<file path="src/rtl/issue_scoreboard.sv">
// Issue controller: dispatches one decoded instruction per cycle to a single unit
// and tracks register destinations still pending in LSU, div and the mul pipe.
module issue_scoreboard #(
    parameter int unsigned MUL_LATENCY = 2
) (
    input  logic        clk_i,
    input  logic        rst_i,
    input  logic        fetch_valid_i,
    output logic        fetch_accept_o,
    input  logic [31:0] opcode_i,
    input  logic        dec_exec_i,
    input  logic        dec_lsu_i,
    input  logic        dec_branch_i,
    input  logic        dec_mul_i,
    input  logic        dec_div_i,
    input  logic        dec_csr_i,
    input  logic        dec_rd_valid_i,
    input  logic        squash_i,
    input  logic        lsu_accept_i,
    input  logic        lsu_complete_i,
    input  logic        div_complete_i,
    output logic        issue_exec_o,
    output logic        issue_lsu_o,
    output logic        issue_branch_o,
    output logic        issue_mul_o,
    output logic        issue_div_o,
    output logic        issue_csr_o,
    output logic [4:0]  issue_rd_o,
    output logic        busy_o
);
    localparam int unsigned REG_W = 5;
    localparam int unsigned NREG  = 32;

    logic                   r_lsu_valid;
    logic                   r_lsu_wb;
    logic [REG_W-1:0]       r_lsu_rd;
    logic                   r_div_valid;
    logic [REG_W-1:0]       r_div_rd;
    logic [MUL_LATENCY-1:0] r_mul_valid;
    logic [REG_W-1:0]       r_mul_rd [MUL_LATENCY];

    logic [REG_W-1:0] w_rd;
    logic [REG_W-1:0] w_rs1;
    logic [REG_W-1:0] w_rs2;
    logic [REG_W-1:0] w_rd_eff;
    logic [NREG-1:0]  w_busy_mask;
    logic             w_busy;
    logic             w_hazard;
    logic             w_stall;
    logic             w_go;
    logic             w_sel_csr;
    logic             w_sel_lsu;
    logic             w_sel_div;
    logic             w_sel_mul;
    logic             w_sel_branch;
    logic             w_sel_exec;
    logic             w_any_issue;
    logic             w_unused_opcode;

    assign w_rd     = opcode_i[11:7];
    assign w_rs1    = opcode_i[19:15];
    assign w_rs2    = opcode_i[24:20];
    assign w_rd_eff = dec_rd_valid_i ? w_rd : '0;
    assign w_unused_opcode = ^{opcode_i[31:25], opcode_i[14:12], opcode_i[6:0]};

    // Registers with a write still in flight; loads without writeback are not tracked.
    always_comb begin : busy_mask
        w_busy_mask = '0;
        if (r_lsu_valid && r_lsu_wb) w_busy_mask[r_lsu_rd] = 1'b1;
        if (r_div_valid)             w_busy_mask[r_div_rd] = 1'b1;
        for (int unsigned i = 0; i < MUL_LATENCY; i++) begin
            if (r_mul_valid[i]) w_busy_mask[r_mul_rd[i]] = 1'b1;
        end
        w_busy_mask[0] = 1'b0;
    end

    assign w_busy   = r_lsu_valid | r_div_valid | (|r_mul_valid);
    assign w_hazard = w_busy_mask[w_rs1] | w_busy_mask[w_rs2]
                    | (dec_rd_valid_i & w_busy_mask[w_rd]);
    assign w_stall  = w_hazard
                    | (dec_lsu_i & (r_lsu_valid | ~lsu_accept_i))
                    | (dec_div_i & r_div_valid)
                    | (dec_csr_i & w_busy);
    assign w_go     = ~rst_i & fetch_valid_i & ~squash_i & ~w_stall;

    // Fixed priority csr > lsu > div > mul > branch > exec keeps dispatch one-hot.
    assign w_sel_csr    = w_go & dec_csr_i;
    assign w_sel_lsu    = w_go & dec_lsu_i & ~dec_csr_i;
    assign w_sel_div    = w_go & dec_div_i & ~dec_csr_i & ~dec_lsu_i;
    assign w_sel_mul    = w_go & dec_mul_i & ~dec_csr_i & ~dec_lsu_i & ~dec_div_i;
    assign w_sel_branch = w_go & dec_branch_i & ~dec_csr_i & ~dec_lsu_i & ~dec_div_i
                        & ~dec_mul_i;
    assign w_sel_exec   = w_go & dec_exec_i & ~dec_csr_i & ~dec_lsu_i & ~dec_div_i
                        & ~dec_mul_i & ~dec_branch_i;
    assign w_any_issue  = w_sel_csr | w_sel_lsu | w_sel_div | w_sel_mul
                        | w_sel_branch | w_sel_exec;

    assign fetch_accept_o = ~rst_i & fetch_valid_i & (squash_i | ~w_stall);
    assign issue_csr_o    = w_sel_csr;
    assign issue_lsu_o    = w_sel_lsu;
    assign issue_div_o    = w_sel_div;
    assign issue_mul_o    = w_sel_mul;
    assign issue_branch_o = w_sel_branch;
    assign issue_exec_o   = w_sel_exec;
    assign issue_rd_o     = w_any_issue ? w_rd_eff : '0;
    assign busy_o         = w_busy;

    // A new issue takes precedence over a same-cycle completion of the same unit.
    always_ff @(posedge clk_i) begin : scoreboard_regs
        if (rst_i) begin
            r_lsu_valid <= 1'b0;
            r_lsu_wb    <= 1'b0;
            r_lsu_rd    <= '0;
            r_div_valid <= 1'b0;
            r_div_rd    <= '0;
            r_mul_valid <= '0;
            for (int unsigned i = 0; i < MUL_LATENCY; i++) r_mul_rd[i] <= '0;
        end else begin
            if (w_sel_lsu) begin
                r_lsu_valid <= 1'b1;
                r_lsu_wb    <= dec_rd_valid_i;
                r_lsu_rd    <= w_rd;
            end else if (lsu_complete_i) begin
                r_lsu_valid <= 1'b0;
            end
            if (w_sel_div) begin
                r_div_valid <= 1'b1;
                r_div_rd    <= w_rd_eff;
            end else if (div_complete_i) begin
                r_div_valid <= 1'b0;
            end
            r_mul_valid[0] <= w_sel_mul;
            r_mul_rd[0]    <= w_rd_eff;
            for (int unsigned i = 1; i < MUL_LATENCY; i++) begin
                r_mul_valid[i] <= r_mul_valid[i-1];
                r_mul_rd[i]    <= r_mul_rd[i-1];
            end
        end
    end

endmodule

</file>
<file path="config.mk">
export PLATFORM = sky130hd
export DESIGN_NAME = issue_scoreboard
export DESIGN_NICKNAME = d
export VERILOG_FILES = /design/src/rtl/issue_scoreboard.sv
export SDC_FILE = /design/constraint.sdc
export NUM_CORES = 1
export LEC_CHECK = 0
export CORE_AREA = 10 10 107 109
export DETAILED_ROUTE_END_ITERATION = 6
export DIE_AREA = 0 0 117 119
export GPL_ROUTABILITY_DRIVEN = 0
export PLACE_DENSITY = 0.64
export SYNTH_ARGS = -nofsm -noshare
export SYNTH_HDL_FRONTEND = slang
export SYNTH_SLANG_ARGS = --single-unit
</file>
<file path="constraint.sdc">
create_clock -name clk_i -period 5.29 [get_ports clk_i]
set_input_delay 0.529 -clock clk_i [delete_from_list [all_inputs] [get_ports clk_i]]
set_output_delay 0.529 -clock clk_i [all_outputs]
set_load 0.005 [all_outputs]
</file>
# == Yosys cells after proc, flatten, opt, wreduce, memory -nomap -nowiden ==
# Memory sizes are Yosys's and may differ from the RTL's.
# Index checks and enable logic that the tools add are counted.
# classes
magnitude_cmp,11
muxes,29
n_bitwise,57
reduce_logical,8
# op_table
cell,n
32-bit 2-to-1 mux,4
32-bit bitwise OR,3
"5-bit by 6-bit less-than comparator with 1-bit output, second input constant",7
1-bit bitwise AND,29
1-bit demux with 5-bit select,4
"5-bit by 1-bit >= comparator with 1-bit output, second input constant",4
5-bit 2-to-1 mux,4
1-bit bitwise OR,16
1-bit binary-select mux with 5-bit select,3
1-bit 2-to-1 mux,14
1-bit NOT,9
1-bit logical AND,5
2-bit nonzero test,2
2-bit OR reduction,1
# totals
ff_bits,15
ram_bits,10
input_bits,46
out_inout_bits,13
wordCells,112
mem_count,1
# memory_table
memory,depth,width,rd,rd_ports_with_merged_regs,wr,line_no,rtl
r_mul_rd,2,5,2,0,2,40,logic [REG_W-1:0] r_mul_rd [MUL_LATENCY];

# == Longest topological paths before layout ==
# Gate-level depths: netlist of the first run.
# depth
ltp_word,28
mapped_depth,11
ltp_nobuf,10

# == Worst setup path after synthesis of the first run ==
# OpenSTA, ideal clock, no wires.
# synth_timing
path_type,register -> output
from,reg r_div_valid
to,out issue_mul_o
arrival_time_ns,2.744
required_ns,4.761
slack_ns,2.017
path_stages_with_launch,10
path_buffers,1
cell_sequence,dfxtp_1 > buf_2 > or4_4 > a222oi_1 > o2111ai_1 > nor4_1 > nand4_1 > nor4_4 > nand2_2 > nor4bb_1
# synth_via
word_cells_on_any_way,27
classes_between,mux: 9; bitwise: 18
# synth_rtl
element,line_no,rtl
"start, declared",37,logic r_div_valid;
"start signal, assigned",114,r_div_valid <= 1'b0;
"start signal, assigned",127,r_div_valid <= 1'b1;
"start signal, assigned",130,r_div_valid <= 1'b0;
1-bit bitwise OR (2 in a row),77,assign w_busy = r_lsu_valid | r_div_valid | (|r_mul_valid);
named net busy_o,29,output logic busy_o
1-bit bitwise AND,83,| (dec_csr_i & w_busy);
1-bit bitwise OR,83,
1-bit NOT,84,assign w_go = ~rst_i & fetch_valid_i & ~squash_i & ~w_stall;
1-bit bitwise AND,84,
1-bit bitwise AND (4 in a row),90,assign w_sel_mul = w_go & dec_mul_i & ~dec_csr_i & ~dec_lsu_i & ~dec_div_i;
"end, declared",25,"output logic issue_mul_o,"
# The timed path passes the listed nets, and every way through them passes these cells. The select of a mux whose other input is x is not followed.

# == Worst setup path in the final report of the first run ==
# layout_timing
from,reg r_div_valid
to,out issue_mul_o
# layout_via
elab_chain_len,18
word_cells_on_any_way,27
classes_between,mux: 9; bitwise: 18
# layout_lines
element,line_no,rtl
32-bit 2-to-1 mux,70,if (r_div_valid) w_busy_mask[r_div_rd] = 1'b1;
32-bit bitwise OR (no source line),-,
32-bit 2-to-1 mux,72,if (r_mul_valid[i]) w_busy_mask[r_mul_rd[i]] = 1'b1;
32-bit bitwise OR (no source line),-,
32-bit 2-to-1 mux,72,
"1-bit binary-select mux with 5-bit select, on equally long branches","78, 79",
"1-bit 2-to-1 mux, on equally long branches","78, 79",
1-bit bitwise OR or 1-bit bitwise AND (tied branches),"78, 79",
1-bit bitwise OR,79,| (dec_rd_valid_i & w_busy_mask[w_rd]);
1-bit bitwise OR,81,| (dec_lsu_i & (r_lsu_valid | ~lsu_accept_i))
1-bit bitwise OR,82,| (dec_div_i & r_div_valid)
1-bit bitwise OR *,83,
1-bit NOT *,84,
1-bit bitwise AND *,84,
1-bit bitwise AND * (4 in a row),90,
# Mark *: on every way between the ends. The rest lies on a longest branch, timed or not. The select of a mux whose other input is x is not followed.

==> run metrics, run 1 <==
outcome completed; Gates resized, CTS repair 0; most frequent cells in the layout 66 x o22ai_1, 41 x nor2_1, 41 x clkdlybuf4s50_1, 31 x nor3_1, 25 x dfxtp_1; # hold bufs at CTS 0; TritonRoute pass-1 iters 6; Worst Setup Path Type flop to output port; Tmin final 4700 ps; Layout area overhead 18.5%; Sink Count 25; Vias/cell 6.76; pin count of the biggest net entering global routing 26; ys flop type dfxtp_1; # fillers 982; layout cells sized above 1 8.22%; slowest cell on the critical path a222oi_1; row cnt 36; DIE WIDTH 117 um; CTS tree done; Die H 119 um; Crit Path Max Fanout 11; clk_lat worst skew 270 ps; total CTS buffers 3; first-pass GRT wire length 18.0 mm; routed vias 3733; Final Max Tran Viols 0; PortBufs 41; initial antenna violation count 0; H-tree depth 1; Worst Setup Start Kind flop; register area share after synthesis 17.2%; CP endpoint kind output port; Syn Nets 459; Boundary Pins 59; clk buf depth 2; Synth cell types 58; Top delay family on crit path simple AND/OR/NAND/NOR gates; Mapped Area 0.00291 mm^2; Arr. time, crit path 4170 ps; Antenna Cells 0; GRT Overall Usage 15.8%; CP max stage delay 650 ps; Mapped Cells 413; drt initial violations 783; Nets 485; vias in the first global route 3353; Setup Skew 5.14 ps; commonest non-fill, non-tap cell in the layout o22ai_1; count of warnings emitted by yosys 0; Slew HR 53.1%; power per cell area 124 mW/mm^2; routed len/inst 20.9 um; worst path required time 4760 ps; #FFs+latches synth 25; final instance area 0.00345 mm^2; post-route clock period utilization 88.9%; clock-pin slew on the worst setup and hold paths 90 ps; RSZ-0062 raised after global routing no; Hold Fails Final Rpt 0; final setup vio count 0; P_leak 0.00101 uW; pin slew with the least headroom to its limit 703 ps; ordered list of cells on the worst path or4_4 -> a222oi_1 -> o2111ai_1 -> nor4_1 -> nand4_1 -> nor4_4 -> nand2_2 -> nor4bb_1 -> clkdlybuf4s50_1; syn_area_per_cell 7.05 um^2; # DRC 0; DIE AREA 0.0139 mm^2; Post-synth EDFFs 0; Setup Fix Bufs, Post-CTS 0; Async SR Flop Fraction 0%; Antenna Violating Nets Remaining 0; Max-Cap Viols 0; Placed Instance Area 0.00340 mm^2; Worst Hold Class flop to flop; final WL 11.5 mm; Peak VDD IR 109 uV; Fmax achieved 213 MHz; initial core utilization 30.8%; Fin Setup TNS 0 ps; core area 0.00946 mm^2; Buf+Inv Stages, Crit Path 1; Root Buffer clkbuf_8; HPWL Detailed 8.97 mm; grt ovf 0
## worst register-to-register path, cell delays in order, from the launching register on
cell	delay, ps
dfxtp_1	420
or4_4	560
a222oi_1	650
o2111ai_1	210
nor4_1	330
nand4_1	250
nor4_4	370
buf_4	250
nand2_2	140
inv_1	110
mux2_2	320
## routing by layer
| metal | GRT usage [%] | up-vias | wire (um) |
|---|---|---|---|
| met1 | 20.7 | 1655 | 4610 |
| met3 | 3.92 | 66 | 1380 |
| li1 | - | 1704 | - |
| met4 | 5.80 | 0 | 548 |
| met5 | 0 | - | 0 |
| met2 | 24.2 | 308 | 5000 |
## sequential cells by signal, summed over array words and instances, names as in the netlist
name         flops
r_lsu_valid      1
r_div_valid      1
r_mul_rd        10
r_div_rd         5
r_mul_valid      2
r_lsu_wb         1
r_lsu_rd         5
## logic make-up after synthesis
family                 count (synthesis)  synth area share [%]
AOI/OAI and AO/OA                    143                  33.7
buffers and inverters                 37                  4.90
DFF                                   25                  17.2
muxes                                  8                  3.44
and+or+nand+nor                      200                  40.8
## layout make-up
| cell class | count | area (um^2) | area share, % |
|---|---|---|---|
| timing repair buffer | 46 | 448 | 13.0 |
| clock buffer | 3 | 41.3 | 1.20 |
| sequential | 25 | 500 | 14.5 |
| tap | 114 | 143 | 4.13 |
| multi-input combinational | 351 | 2270 | 65.7 |
| clock inverter | 1 | 5.00 | 0.145 |
| inverter | 12 | 45.0 | 1.31 |
## power breakdown
group          switching, uW  leakage, uW  internal, uW
Sequential              4.92     0.000203           191
Combinational           65.4     0.000781          50.1
Clock                   62.5    0.0000255          52.8
Total                    133      0.00101           294
## final timing paths
| check | from | to | slack (ps) | depth (start not counted) |
|---|---|---|---|---|
| min | r_mul_rd[0][1] | r_mul_rd[0][6] | 510 | 1 |
| max | r_div_valid | issue_mul_o | 590 | 9 |
| max reg2reg | r_div_valid | r_div_rd[0] | 1560 | 10 |
| min reg2reg | r_mul_rd[0][1] | r_mul_rd[0][6] | 510 | 1 |
## metrics by stage
stage / total power, uW / hold slack, ps / setup WS (ps) / utilization (%) / instances
after global routing: 446 / 540 / 469 / 36.5 / 552
final: 427 / 514 / 589 / 36.5 / 552
after global placement: 311 / 494 / 903 / 36.0 / 548
after detailed placement: 312 / 501 / 899 / 36.0 / 548
after floorplan: 261 / 477 / 2020 / - / 413
after CTS: 427 / 514 / 669 / 36.5 / 552
## cells in the mapped netlist (11+ instances only)
library cell,count,area share (%)
a21oi_1,12,2.1
nor2b_1,15,3.2
dfxtp_1,25,17
inv_1,11,1.4
clkbuf_1,21,2.7
o22ai_1,66,14
nand4b_1,13,3.9
nor2_1,41,5.3
nand2_1,19,2.4
o21ai_0,14,2.4
nor3_1,31,5.3
nand3_1,11,1.9
nand2b_1,16,3.4
Note: power is estimated with default switching activity, not from simulation.
==> run 2, diff against run 1 <==
--- a/config.mk
+++ b/config.mk
@@ -9,7 +9,7 @@
 export DETAILED_ROUTE_END_ITERATION = 6
 export DIE_AREA = 0 0 117 119
 export GPL_ROUTABILITY_DRIVEN = 0
-export PLACE_DENSITY = 0.64
+export PLACE_DENSITY = 0.63
 export SYNTH_ARGS = -nofsm -noshare
 export SYNTH_HDL_FRONTEND = slang
 export SYNTH_SLANG_ARGS = --single-unit
==> run metrics, run 2 (synthesis results as in run 1) <==
outcome completed; multi-input logic area 0.00227 mm^2 (unchanged); worst setup path endpoint issue_mul_o; Sequential Power Share 44.9% (-1.0 points); Crit Path Max Fanout 11 (unchanged); H-tree depth 1 (unchanged); register area 500 um^2 (unchanged); pin count of the biggest net entering global routing 26 (unchanged); Hold Fails Final Rpt 0 (unchanged); CTS tree done; GRT Overall Usage 16.2% (+0.45 points); Layout area overhead 18.4%; Psw 141 uW (+6.3%); DIE WIDTH 117 um (unchanged); Fmax achieved 211 MHz (-0.57%); final WL 11.5 mm (-0.32%); Vias/cell 6.82 (+0.83%); setup slack at placement 830 ps (-69.3 ps); most frequent cells in the layout 66 x o22ai_1, 41 x nor2_1, 41 x clkdlybuf4s50_1, 31 x nor3_1, 25 x dfxtp_1; # hold bufs at CTS 0 (unchanged); Boundary Pins 59 (unchanged); initial antenna violation count 0 (unchanged); Max-Cap Viols 0 (unchanged); Slew HR 56.2% (+3.1 points); Setup Skew 2.62 ps (-2.52 ps); Antenna Cells 0 (unchanged); PortBufs 41 (unchanged); max reg flops 10 (unchanged); vias in the first global route 3526 (+5.2%); Setup Fix Bufs, Post-CTS 0 (unchanged); clk_lat worst skew 280 ps (about the same); drt initial violations 546 (-30%); clk buf depth 2 (unchanged); Fin Setup TNS 0 ps (unchanged); grt ovf 0 (unchanged); Root Buffer clkbuf_8; routed vias 3757 (+0.64%); sw frac 32.3% (+1.2 points); total CTS buffers 3 (unchanged); CP startpoint r_div_valid; RSZ-0062 raised after global routing no; biggest regs r_mul_rd (10), r_div_rd (5), r_lsu_rd (5); commonest non-fill, non-tap cell in the layout o22ai_1; TritonRoute pass-1 iters 7 (+1); row cnt 36 (unchanged); Comb power frac 26.5% (-0.5 points); Final Max Tran Viols 0 (unchanged); P_leak 0.00100 uW (-0.41%); setup ws final 562 ps (-27.0 ps); clock-pin slew on the worst setup and hold paths 100 ps (about the same); # fillers 1035 (+5.4%); r2r startpoint r_div_valid; routed len/inst 20.9 um (-0.14%); Tmin final 4730 ps (+27.0 ps); first-pass GRT wire length 18.5 mm (+3.0%); CP endpoint kind output port; initial core utilization 30.8% (unchanged); # DRC 0 (unchanged); core area 0.00946 mm^2 (unchanged); setup slack, reg-to-reg 1510 ps (-50 ps); P_int 296 uW (+0.78%); Antenna Violating Nets Remaining 0 (unchanged); post-route clock period utilization 89.4% (+0.51 points); Sink Count 25 (unchanged); worst path required time 4760 ps (about the same); RR Endpoint r_div_rd[0]; Die H 119 um (unchanged); Largest Register r_mul_rd; pin slew with the least headroom to its limit 655 ps (-48.3 ps); Reg2Reg Depth 10 (unchanged); power per cell area 127 mW/mm^2 (+2.6%); HPWL Detailed 9.00 mm (+0.32%); Worst Setup Path Type flop to output port; Worst Hold Class flop to flop; Gates resized, CTS repair 0 (unchanged); clock network fraction of total power 28.6% (+1.6 points); layout cells sized above 1 8.01% (-0.21 points); Worst Setup Start Kind flop; DIE AREA 0.0139 mm^2 (unchanged); final setup vio count 0 (unchanged); Arr. time, crit path 4200 ps (+30 ps); Nets 484 (-0.21%); Peak VDD IR 100 uV (-7.8%)
-- run 2: per-stage QoR --
stage          cell area [um^2]  instances  util (%)  hold WS [ps]  total power, uW
2_1_floorplan              2910        413         -           477              261
3_3_place_gp               3400        547      35.9           506              312
3_5_place_dp               3400        547      35.9           509              312
4_1_cts                    3450        551      36.4           521              436
5_1_grt                    3450        551      36.4           531              460
6_report                   3450        551      36.4           518              437
-- run 2: critical path, cell delays in order (launching register included) --
cell,delay (ps)
dfxtp_1,430
or4_4,560
a222oi_1,620
o2111ai_1,210
nor4_1,360
nand4_1,250
nor4_4,410
nand2_2,180
nor4bb_1,330
clkdlybuf4s50_1,560
-- run 2: worst min-delay path by stage --
stage / start / end / slack (ps) / cells after the start
floorplan: r_mul_rd[0][1] / r_mul_rd[0][6] / 480 / 1
global placement: r_mul_rd[0][0] / r_mul_rd[0][5] / 510 / 1
detailed placement: r_mul_rd[0][0] / r_mul_rd[0][5] / 510 / 1
CTS: r_mul_rd[0][1] / r_mul_rd[0][6] / 520 / 1
global route: r_mul_rd[0][1] / r_mul_rd[0][6] / 530 / 1
finish: r_mul_rd[0][0] / r_mul_rd[0][5] / 520 / 1
-- run 2: power groups by stage --
stage	clock network [uW]	logic [uW]	registers, uW
floorplan	0	62.8	199
global placement	0	112	200
detailed placement	0	112	201
CTS	127	112	196
global route	139	124	197
finish	125	116	196
-- run 2: per-layer routing --
| layer | track usage (%) | wire length [um] | part of all wire [%] | vias to the layer above |
|---|---|---|---|---|
| met2 | 25.3 | 4990 | 43 | 285 |
| met4 | 4.95 | 445 | 3.9 | 0 |
| met1 | 21.3 | 4720 | 41 | 1711 |
| li1 | - | - | - | 1706 |
| met3 | 4.02 | 1340 | 12 | 55 |
| met5 | 0 | 0 | 0 | - |
-- run 2: cell type report --
| type | count | area share (%) |
|---|---|---|
| timing repair buffer | 45 | 12.8 |
| clock buffer | 3 | 1.20 |
| sequential | 25 | 14.5 |
| multi-input combinational | 351 | 65.8 |
| clock inverter | 1 | 0.254 |
| tap | 114 | 4.14 |
| inverter | 12 | 1.31 |
==> run 3, diff against run 2 <==
--- a/config.mk
+++ b/config.mk
@@ -9,6 +9,7 @@
 export DETAILED_ROUTE_END_ITERATION = 6
 export DIE_AREA = 0 0 117 119
 export GPL_ROUTABILITY_DRIVEN = 0
+export GPL_TIMING_DRIVEN = 0
 export PLACE_DENSITY = 0.63
 export SYNTH_ARGS = -nofsm -noshare
 export SYNTH_HDL_FRONTEND = slang
==> run metrics, run 3 (synthesis results as in run 1) <==
TritonRoute pass-1 iters 7 (unchanged); P_leak 0.00101 uW (+0.27%); max reg flops 10 (unchanged); Peak VDD IR 102 uV (+1.6%); setup ws final 347 ps (-215 ps); Crit Path Max Fanout 10 (-1); Setup Fix Bufs, Post-CTS 0 (unchanged); multi-input logic area 0.00227 mm^2 (unchanged); initial core utilization 30.8% (unchanged); layout cells sized above 1 7.51% (-0.50 points); Boundary Pins 59 (unchanged); CTS tree done; # fillers 994 (-4.0%); power per cell area 127 mW/mm^2 (+0.44%); Layout area overhead 19.0%; Fin Setup TNS 0 ps (unchanged); H-tree depth 1 (unchanged); final WL 11.8 mm (+2.8%); Max-Cap Viols 0 (unchanged); clk buf depth 2 (unchanged); grt ovf 0 (unchanged); Worst Setup Start Kind flop; RSZ-0062 raised after global routing no; # hold bufs at CTS 0 (unchanged); Fmax achieved 202 MHz (-4.3%); Reg2Reg Depth 10 (unchanged); outcome complete, but fails checks; GRT Overall Usage 16.5% (+0.31 points); biggest regs r_mul_rd (10), r_div_rd (5), r_lsu_rd (5); DIE WIDTH 117 um (unchanged); Tmin final 4940 ps (+215 ps); drt initial violations 666 (+22%); hold path depth 1 (unchanged); Worst Hold Class flop to flop; Worst Setup Path Type flop to output port; DIE AREA 0.0139 mm^2 (unchanged); failing checks DRC; routed vias 3867 (+2.9%); Root Buffer clkbuf_8; vias in the first global route 3546 (+0.57%); sw frac 33.5% (+1.2 points); register area 500 um^2 (unchanged); clock-pin slew on the worst setup and hold paths 100 ps (about the same); clk_lat worst skew 290 ps (about the same); HPWL Detailed 9.30 mm (+3.3%); clock network fraction of total power 29.9% (+1.3 points); Hold WS 509 ps (-9.16 ps); Final Util 36.6% (+0.19 points); total CTS buffers 3 (unchanged); Setup Skew 1.58 ps (-1.04 ps); first-pass GRT wire length 18.7 mm (+1.1%); pin slew with the least headroom to its limit 662 ps (+6.88 ps); Hold Fails Final Rpt 0 (unchanged); core area 0.00946 mm^2 (unchanged); Largest Register r_mul_rd; Comb power frac 25.8% (-0.7 points); setup slack at placement 637 ps (-193 ps); Gates resized, CTS repair 0 (unchanged); Sequential Power Share 44.3% (-0.6 points); post-route clock period utilization 93.4% (+4.1 points); initial antenna violation count 0 (unchanged); Psw 148 uW (+4.8%); Antenna Cells 0 (unchanged); Arr. time, crit path 4410 ps (+210 ps); commonest non-fill, non-tap cell in the layout o22ai_1; P_int 294 uW (-0.89%); Vias/cell 6.82 (about the same); Die H 119 um (unchanged); final setup vio count 0 (unchanged); Sink Count 25 (unchanged); Final Max Tran Viols 0 (unchanged); Nets 500 (+3.3%); most frequent cells in the layout 66 x o22ai_1, 41 x nor2_1, 36 x clkdlybuf4s50_1, 31 x nor3_1, 25 x dfxtp_1; pin count of the biggest net entering global routing 17 (-35%); worst path required time 4760 ps (about the same); Antenna Violating Nets Remaining 0 (unchanged); # DRC 1 (+1); row cnt 36 (unchanged); PortBufs 36 (-12%); CP endpoint kind output port; Slew HR 55.9% (-0.32 points); routed len/inst 20.9 um (about the same)
==> run 3: cell count changes in the layout (fill, tap and decap cells not counted) <==
cell	delta
buf_1	+1
buf_2	+3
clkdlybuf4s50_1	-5
buf_4	-4
clkbuf_1	+21
==> run 3: worst paths after layout <==
| kind | start | end | slack, ps |
|---|---|---|---|
| max | r_div_valid | issue_mul_o | 350 |
| min | r_mul_rd[0][1] | r_mul_rd[0][6] | 510 |
| max reg2reg | r_div_valid | r_div_rd[0] | 1490 |
| min reg2reg | r_mul_rd[0][1] | r_mul_rd[0][6] | 510 |
==> run 3: layer usage <==
metal  vias to the layer above  global-route usage, %  share of wire (%)
met3                        65                   5.12                 12
li1                       1731                      -                  -
met5                         -                      0                  0
met4                         0                   6.65                5.0
met1                      1737                   21.2                 40
met2                       334                   25.0                 42
==> run 3: cell type report <==
type | instances | area share (%)
Tap cell | 114 | 4.12
Clock inverter | 1 | 0.253
Clock buffer | 3 | 1.19
Buffer | 25 | 2.82
Sequential cell | 25 | 14.4
Inverter | 12 | 1.30
Multi-Input combinational cell | 351 | 65.5
Timing Repair Buffer | 36 | 10.4
==> run 3: stage by stage <==
stage                     cell area, um^2  total power [uW]  instances
after global placement               3410               309        563
after global routing                 3460               458        567
final                                3460               442        567
after floorplan                      2910               261        413
after detailed placement             3410               310        563
after CTS                            3460               440        567
==> run 3: critical path, stage by stage, from the launching register on <==
cell	delay (ps)
dfxtp_1	330
buf_2	180
or4_4	530
a222oi_1	620
o2111ai_1	210
nor4_1	340
nand4_1	280
nor4_4	530
nand2_2	200
nor4bb_1	330
clkdlybuf4s50_1	560
==> run 3: power by group through the flow <==
stage	clock [uW]	combinational, uW	sequential (uW)
finish	132	114	196
global route	139	122	197
CTS	133	111	196
detailed placement	0	110	200
global placement	0	109	200
floorplan	0	62.8	199
